===== config.mk =====
export PLATFORM = sky130hd
export DESIGN_NAME = ram_arbiter_ctrl
export DESIGN_NICKNAME = d
export VERILOG_FILES = /design/src/rtl/ram_arbiter_ctrl_pkg.sv /design/src/rtl/ram_arbiter_ctrl_rr_arb2.sv /design/src/rtl/ram_arbiter_ctrl.sv
export SDC_FILE = /design/constraint.sdc
export NUM_CORES = 1
export LEC_CHECK = 0
export BUFFER_PORTS_ARGS = -buffer_cell sky130_fd_sc_hd__buf_2
export CAP_MARGIN = 20
export CORE_AREA = 2 2 337 339
export CTS_BUF_LIST = sky130_fd_sc_hd__clkbuf_4 sky130_fd_sc_hd__clkbuf_8
export DETAILED_ROUTE_END_ITERATION = 7
export DIE_AREA = 0 0 339 341
export PLACE_DENSITY = 0.31
export SYNTH_ARGS = -nofsm -noshare
export SYNTH_HDL_FRONTEND = slang
export SYNTH_HIERARCHICAL = 1
export SYNTH_SLANG_ARGS = --single-unit

===== constraint.sdc =====
create_clock -name clk -period 1.9 [get_ports clk]
set_input_delay 0.19 -clock clk [delete_from_list [all_inputs] [get_ports clk]]
set_output_delay 0.19 -clock clk [all_outputs]
set_load 0.05 [all_outputs]

===== src/rtl/ram_arbiter_ctrl_pkg.sv =====
// Shared definitions for the two-port RAM arbiter controller.
// FSM state encodings, RW polarity and port identifiers.
package ram_ctrl_defs;

  typedef enum logic [1:0] {
    S_IDLE   = 2'd0,
    S_SETUP  = 2'd1,
    S_ACCESS = 2'd2,
    S_DONE   = 2'd3
  } state_t;

  localparam logic RW_READ  = 1'b1;
  localparam logic RW_WRITE = 1'b0;
  localparam logic PORT_I   = 1'b0;
  localparam logic PORT_D   = 1'b1;

endpackage


===== src/rtl/ram_arbiter_ctrl_rr_arb2.sv =====
// Two-input arbiter, round-robin by default.
// Define RAM_ARB_FIXED_PRIO_EN for fixed priority with port 1 winning ties.
module rr_arb2
  import ram_ctrl_defs::*;
(
  input  logic clk,
  input  logic rst,
  input  logic req0,
  input  logic req1,
  input  logic take,
  output logic grant,
  output logic any
);

  assign any = req0 | req1;

`ifdef RAM_ARB_FIXED_PRIO_EN
  logic unused_ok;
  assign unused_ok = ^{clk, rst, take};

  // D-side wins whenever it asks
  always_comb begin
    grant = req1 ? PORT_D : PORT_I;
  end
`else
  logic last_grant;

  // On a tie, the port that did not win last time goes
  always_comb begin
    grant = PORT_I;
    if (req0 && req1) grant = ~last_grant;
    else if (req1)    grant = PORT_D;
  end

  // Remember the winner of each accepted grant
  always_ff @(posedge clk) begin
    if (rst)              last_grant <= PORT_D;
    else if (take && any) last_grant <= grant;
  end
`endif

endmodule


===== src/rtl/ram_arbiter_ctrl.sv =====
// Shares one async RAM between I-side (port 0) and D-side (port 1).
// Macro RAM_ARB_FIXED_PRIO_EN selects fixed priority arbitration.
module ram_arbiter_ctrl
  import ram_ctrl_defs::*;
#(
  parameter int A_WIDTH    = 32,
  parameter int D_WIDTH    = 128,
  parameter int ACC_CYCLES = 2
) (
  input  logic               clk,
  input  logic               rst,
  input  logic               p0_req,
  input  logic               p1_req,
  input  logic               p0_rw,
  input  logic               p1_rw,
  input  logic [A_WIDTH-1:0] p0_addr,
  input  logic [A_WIDTH-1:0] p1_addr,
  input  logic [D_WIDTH-1:0] p0_wdata,
  input  logic [D_WIDTH-1:0] p1_wdata,
  output logic               p0_ack,
  output logic               p1_ack,
  output logic [D_WIDTH-1:0] p0_rdata,
  output logic [D_WIDTH-1:0] p1_rdata,
  output logic               busy,
  output logic               ram_enable,
  output logic               ram_rw,
  output logic [A_WIDTH-1:0] ram_addr,
  output logic [D_WIDTH-1:0] ram_wdata,
  input  logic [D_WIDTH-1:0] ram_rdata
);

  localparam int CW = (ACC_CYCLES > 1) ? $clog2(ACC_CYCLES) : 1;

  state_t             state;
  logic [CW-1:0]      cnt;
  logic               owner;
  logic               gnt;
  logic               gnt_any;
  logic               idle;
  logic [D_WIDTH-1:0] rdata;

  assign idle     = (state == S_IDLE);
  assign busy     = ~idle;
  assign p0_rdata = rdata;
  assign p1_rdata = rdata;

  rr_arb2 u_arb (
    .clk   (clk),
    .rst   (rst),
    .req0  (p0_req),
    .req1  (p1_req),
    .take  (idle),
    .grant (gnt),
    .any   (gnt_any)
  );

  // Transaction sequencer: latch, settle, enable window, ack
  always_ff @(posedge clk) begin
    if (rst) begin
      state      <= S_IDLE;
      ram_enable <= 1'b0;
      ram_rw     <= RW_READ;
      ram_addr   <= '0;
      ram_wdata  <= '0;
      p0_ack     <= 1'b0;
      p1_ack     <= 1'b0;
      rdata      <= '0;
      owner      <= PORT_I;
      cnt        <= '0;
    end else begin
      unique case (state)
        S_IDLE: begin
          if (gnt_any) begin
            owner     <= gnt;
            ram_rw    <= (gnt == PORT_D) ? p1_rw    : p0_rw;
            ram_addr  <= (gnt == PORT_D) ? p1_addr  : p0_addr;
            ram_wdata <= (gnt == PORT_D) ? p1_wdata : p0_wdata;
            state     <= S_SETUP;
          end
        end
        S_SETUP: begin
          ram_enable <= 1'b1;
          cnt        <= CW'(ACC_CYCLES - 1);
          state      <= S_ACCESS;
        end
        S_ACCESS: begin
          if (cnt == '0) begin
            ram_enable <= 1'b0;
            rdata      <= (ram_rw == RW_READ) ? ram_rdata : '0;
            p0_ack     <= (owner == PORT_I);
            p1_ack     <= (owner == PORT_D);
            state      <= S_DONE;
          end else begin
            cnt <= cnt - CW'(1);
          end
        end
        S_DONE: begin
          p0_ack <= 1'b0;
          p1_ack <= 1'b0;
          state  <= S_IDLE;
        end
        default: state <= S_IDLE;
      endcase
    end
  end

endmodule


==> impl_metrics.csv <==
group,metric,value,unit
clock_network,root_buffer,"clkbuf_8",
finish,syn_to_final_growth,88.57,%
clock_network,cts_buffers,66,
route,drtPass1Iterations,6,
clock_network,clock_sinks,297,
worst_setup_path,critical_path.max_stage_delay,0.57,ns
route,vias,14980,
synthesis,syn_avg_cell_area,8.886,sq um
placed_design,dp_slack,0.2075,ns
timing,tightestPinTransition,0.7390,ns
synthesis,synth_cells,1462,
route,drc,0,
placed_design,port_buffers,874,
floorplan,core_area,111900,sq um
floorplan,design.die.area,115600,sq um
pwr,peakVddDrop,544.5,uV
synthesis,ys_types,33,
clock_network,clock_path_buffers,3,
synthesis,synth_top_cell_by_area,"dfxtp_1",
floorplan,die_h,341,um
clock_network,cts_tree,"done",
worst_setup_path,critPathArrivalTime,2.27,ns
floorplan,row_count,123,
timing,fin_crit_sh,94.06,%
finish,num-nets-final,3143,
synthesis,synth.area.top_cells,"dfxtp_1 (46%), mux2i_1 (12%), a21oi_1 (10%)",
flow_run,drv_cap,0,
grt,grt_usage,11.03,%
route,ant_nets,0,
pwr,powerDensity,1362,nW/um^2
pwr,power.share.clock,24.7,%
synthesis,ys_seq_elements,297,
route,viasPerCell,3.538,
pwr,leakagePower,11.19,nW
timing,hold_violations,0,
clock_network,ctsHtreeMaxLevel,3,
floorplan,io_pins,875,
worst_setup_path,critical_path_required,2.39,ns
worst_setup_path,path_cells,"a21boi_4 -> buf_12 -> mux2i_1 -> dlygate4sd3_1 -> a211oi_1",
synthesis,synth_top_area_share,45.77,%
timing,fin_skew,0.03665,ns
grt,grt_pass1_vias,15580,
worst_setup_path,start_kind,"register",
pwr,power_frac_seq,26.4,%
timing,fin_tns_setup,0,ns
clock_network,clock_latency,0.65,ns
timing,slew_headroom,50.74,%
route,postRouteWirelength,66630,um
grt,grt_pass1_wl,97120,um
floorplan,initial_core_util,11.61,%
placed_design,place.gp.congestion,0.7468,
worst_setup_path,slowest_stage,"dlygate4sd3_1",
synthesis,ys_seq_area_share,45.77,%
timing,fin_ws,0.1128,ns
timing,final.min_clock_period,1.787,ns
grt,antenna_found_initial,3,
worst_setup_path,critPathCaptureType,"register",
timing,setup_viol,0,
finish,drive_gt1_share,39.78,%
status,outcome,"finished clean",
synthesis,yosysWarnings,6,
pwr,comb_power_share,48.9,%
hold_path,min_path_type,"primary input to register",
worst_setup_path,path_class,"register to register",
grt,grt_start_max_net_pins,114,
finish,final_common_cell,"buf_2",
grt,grt_overflow,0,
placed_design,place_hpwl,49750,um
pwr,p_int,0.01739,W
floorplan,die-width,339,um
pwr,switching_share,47.89,%
clock_network,clk_pin_slew,0.06,ns
pwr,netSwitchingPower,0.01598,W
route,wl_per_cell,15.74,um
timing,max_freq,559.5,MHz
worst_setup_path,worstPathMaxFanout,21,
synthesis,synthesis.nets,1922,
timing,slew_violations,0,
route,drt-initial-drc-count,411,
finish,mostFrequentLayoutCells,"buf_2 (871), dlygate4sd3_1 (453), dfxtp_1 (294)",
synthesis,syn-cell-area,12990,sq um
-- flip-flops by register name (all words and copies together) (netlist names), 2 cells and up --
name and cells:
ram_addr 32, ram_wdata 128, state 2, p0_rdata 128
-- kinds of logic after synthesis --
kind of cell / count (synthesis) / synth area share, %
compound gates: 437 / 17.61
buf+inv: 263 / 13.58
flops: 297 / 45.77
simple gates: 297 / 9.988
mux: 162 / 12.48
fa+ha+maj: 6 / 0.5779
-- path summary, 6_finish.rpt --
| kind | cells past startpoint | slack, ns | to | startpoint |
|---|---|---|---|---|
| min reg2reg | 2 | 0.46 | p0_rdata[101] | p0_rdata[101] |
| max | 5 | 0.11 | ram_wdata[124] | u_arb/last_grant |
| min | 5 | 0.14 | owner | p0_req |
| max reg2reg | 5 | 0.11 | ram_wdata[124] | u_arb/last_grant |
-- cell usage after synthesis --
cell      instances
dfxtp_1         297
a21oi_1         265
mux2i_1         162
o21ai_0         135
buf_4           134
nand2_1         132
nand3_1         128
buf_2            60
a211oi_1         28
nor2_1           28
clkbuf_1         26
buf_6            24
clkbuf_2          9
ha_1              6
inv_1             5
buf_1             2
clkbuf_4          2
nand2b_1          2
nor2b_1           2
o32ai_1           2
a21boi_0          1
a31oi_1           1
a41o_1            1
and2_1            1
and2b_1           1
and3_1            1
inv_2             1
nor3_1            1
o21ai_1           1
o21bai_1          1
o21bai_2          1
o311a_1           1
or2_2             1
-- power by group through the flow --
| stage | combinational (W) | clock [W] | sequential, W |
|---|---|---|---|
| 2_1_floorplan | 0.00614 | 0 | 0.0141 |
| 4_1_cts | 0.0165 | 0.00868 | 0.00885 |
| 6_report | 0.0163 | 0.00823 | 0.00881 |
| 3_3_place_gp | 0.0157 | 0 | 0.00901 |
| 3_5_place_dp | 0.0156 | 0 | 0.00897 |
| 5_1_grt | 0.0174 | 0.00896 | 0.00904 |
-- metal layers --
| metal | up-vias | track usage (%) | part of all wire, % |
|---|---|---|---|
| met4 | 0 | 5.269 | 4.4 |
| met5 | - | 0 | 0 |
| met3 | 126 | 3.069 | 6.0 |
| met1 | 6811 | 11.45 | 38 |
| met2 | 604 | 20.40 | 52 |
| li1 | 7439 | - | - |
-- metrics by stage --
step / hold WS (ns) / instance area [sq um] / total power [W] / util, % / cells
global placement: 0.4520 / 18380 / 0.02469 / 16.43 / 3660
CTS: 0.03843 / 24480 / 0.03407 / 21.88 / 4230
finish: 0.1437 / 24500 / 0.03337 / 21.90 / 4234
detailed placement: 0.4585 / 18380 / 0.02460 / 16.43 / 3660
floorplan: 0.3003 / 12990 / 0.02019 / - / 1462
global route: 0.05960 / 24500 / 0.03538 / 21.90 / 4234
-- cell type report --
cell class,instances,area (sq um)
clock buffer,103,1318
timing repair buffer,1410,9797
clock inverter,12,196.4
multi-input combinational,902,5318
tap,1500,1877
fill,12320,87390
sequential,297,5952
antenna,4,10.01
inverter,6,30.03
-- what timing repair did --
| action | 4_1_cts | 5_1_grt |
|---|---|---|
| setup endpoints to repair | 2 | 1 |
| buffers inserted | 2 | 0 |
| gates resized for setup | 12 | 3 |
| endpoints found under the hold margin | 291 | 0 |
| hold buffers | 453 | 0 |
-- worst max-delay path: cells and delay by family (launching register included) --
kind	cells	cell delay (ns)
DFF	1	0.34
AOI/OAI and AO/OA	2	0.25
buffers and inverters	2	0.77
muxes	1	0.22
(Power assumes the default switching activity.)
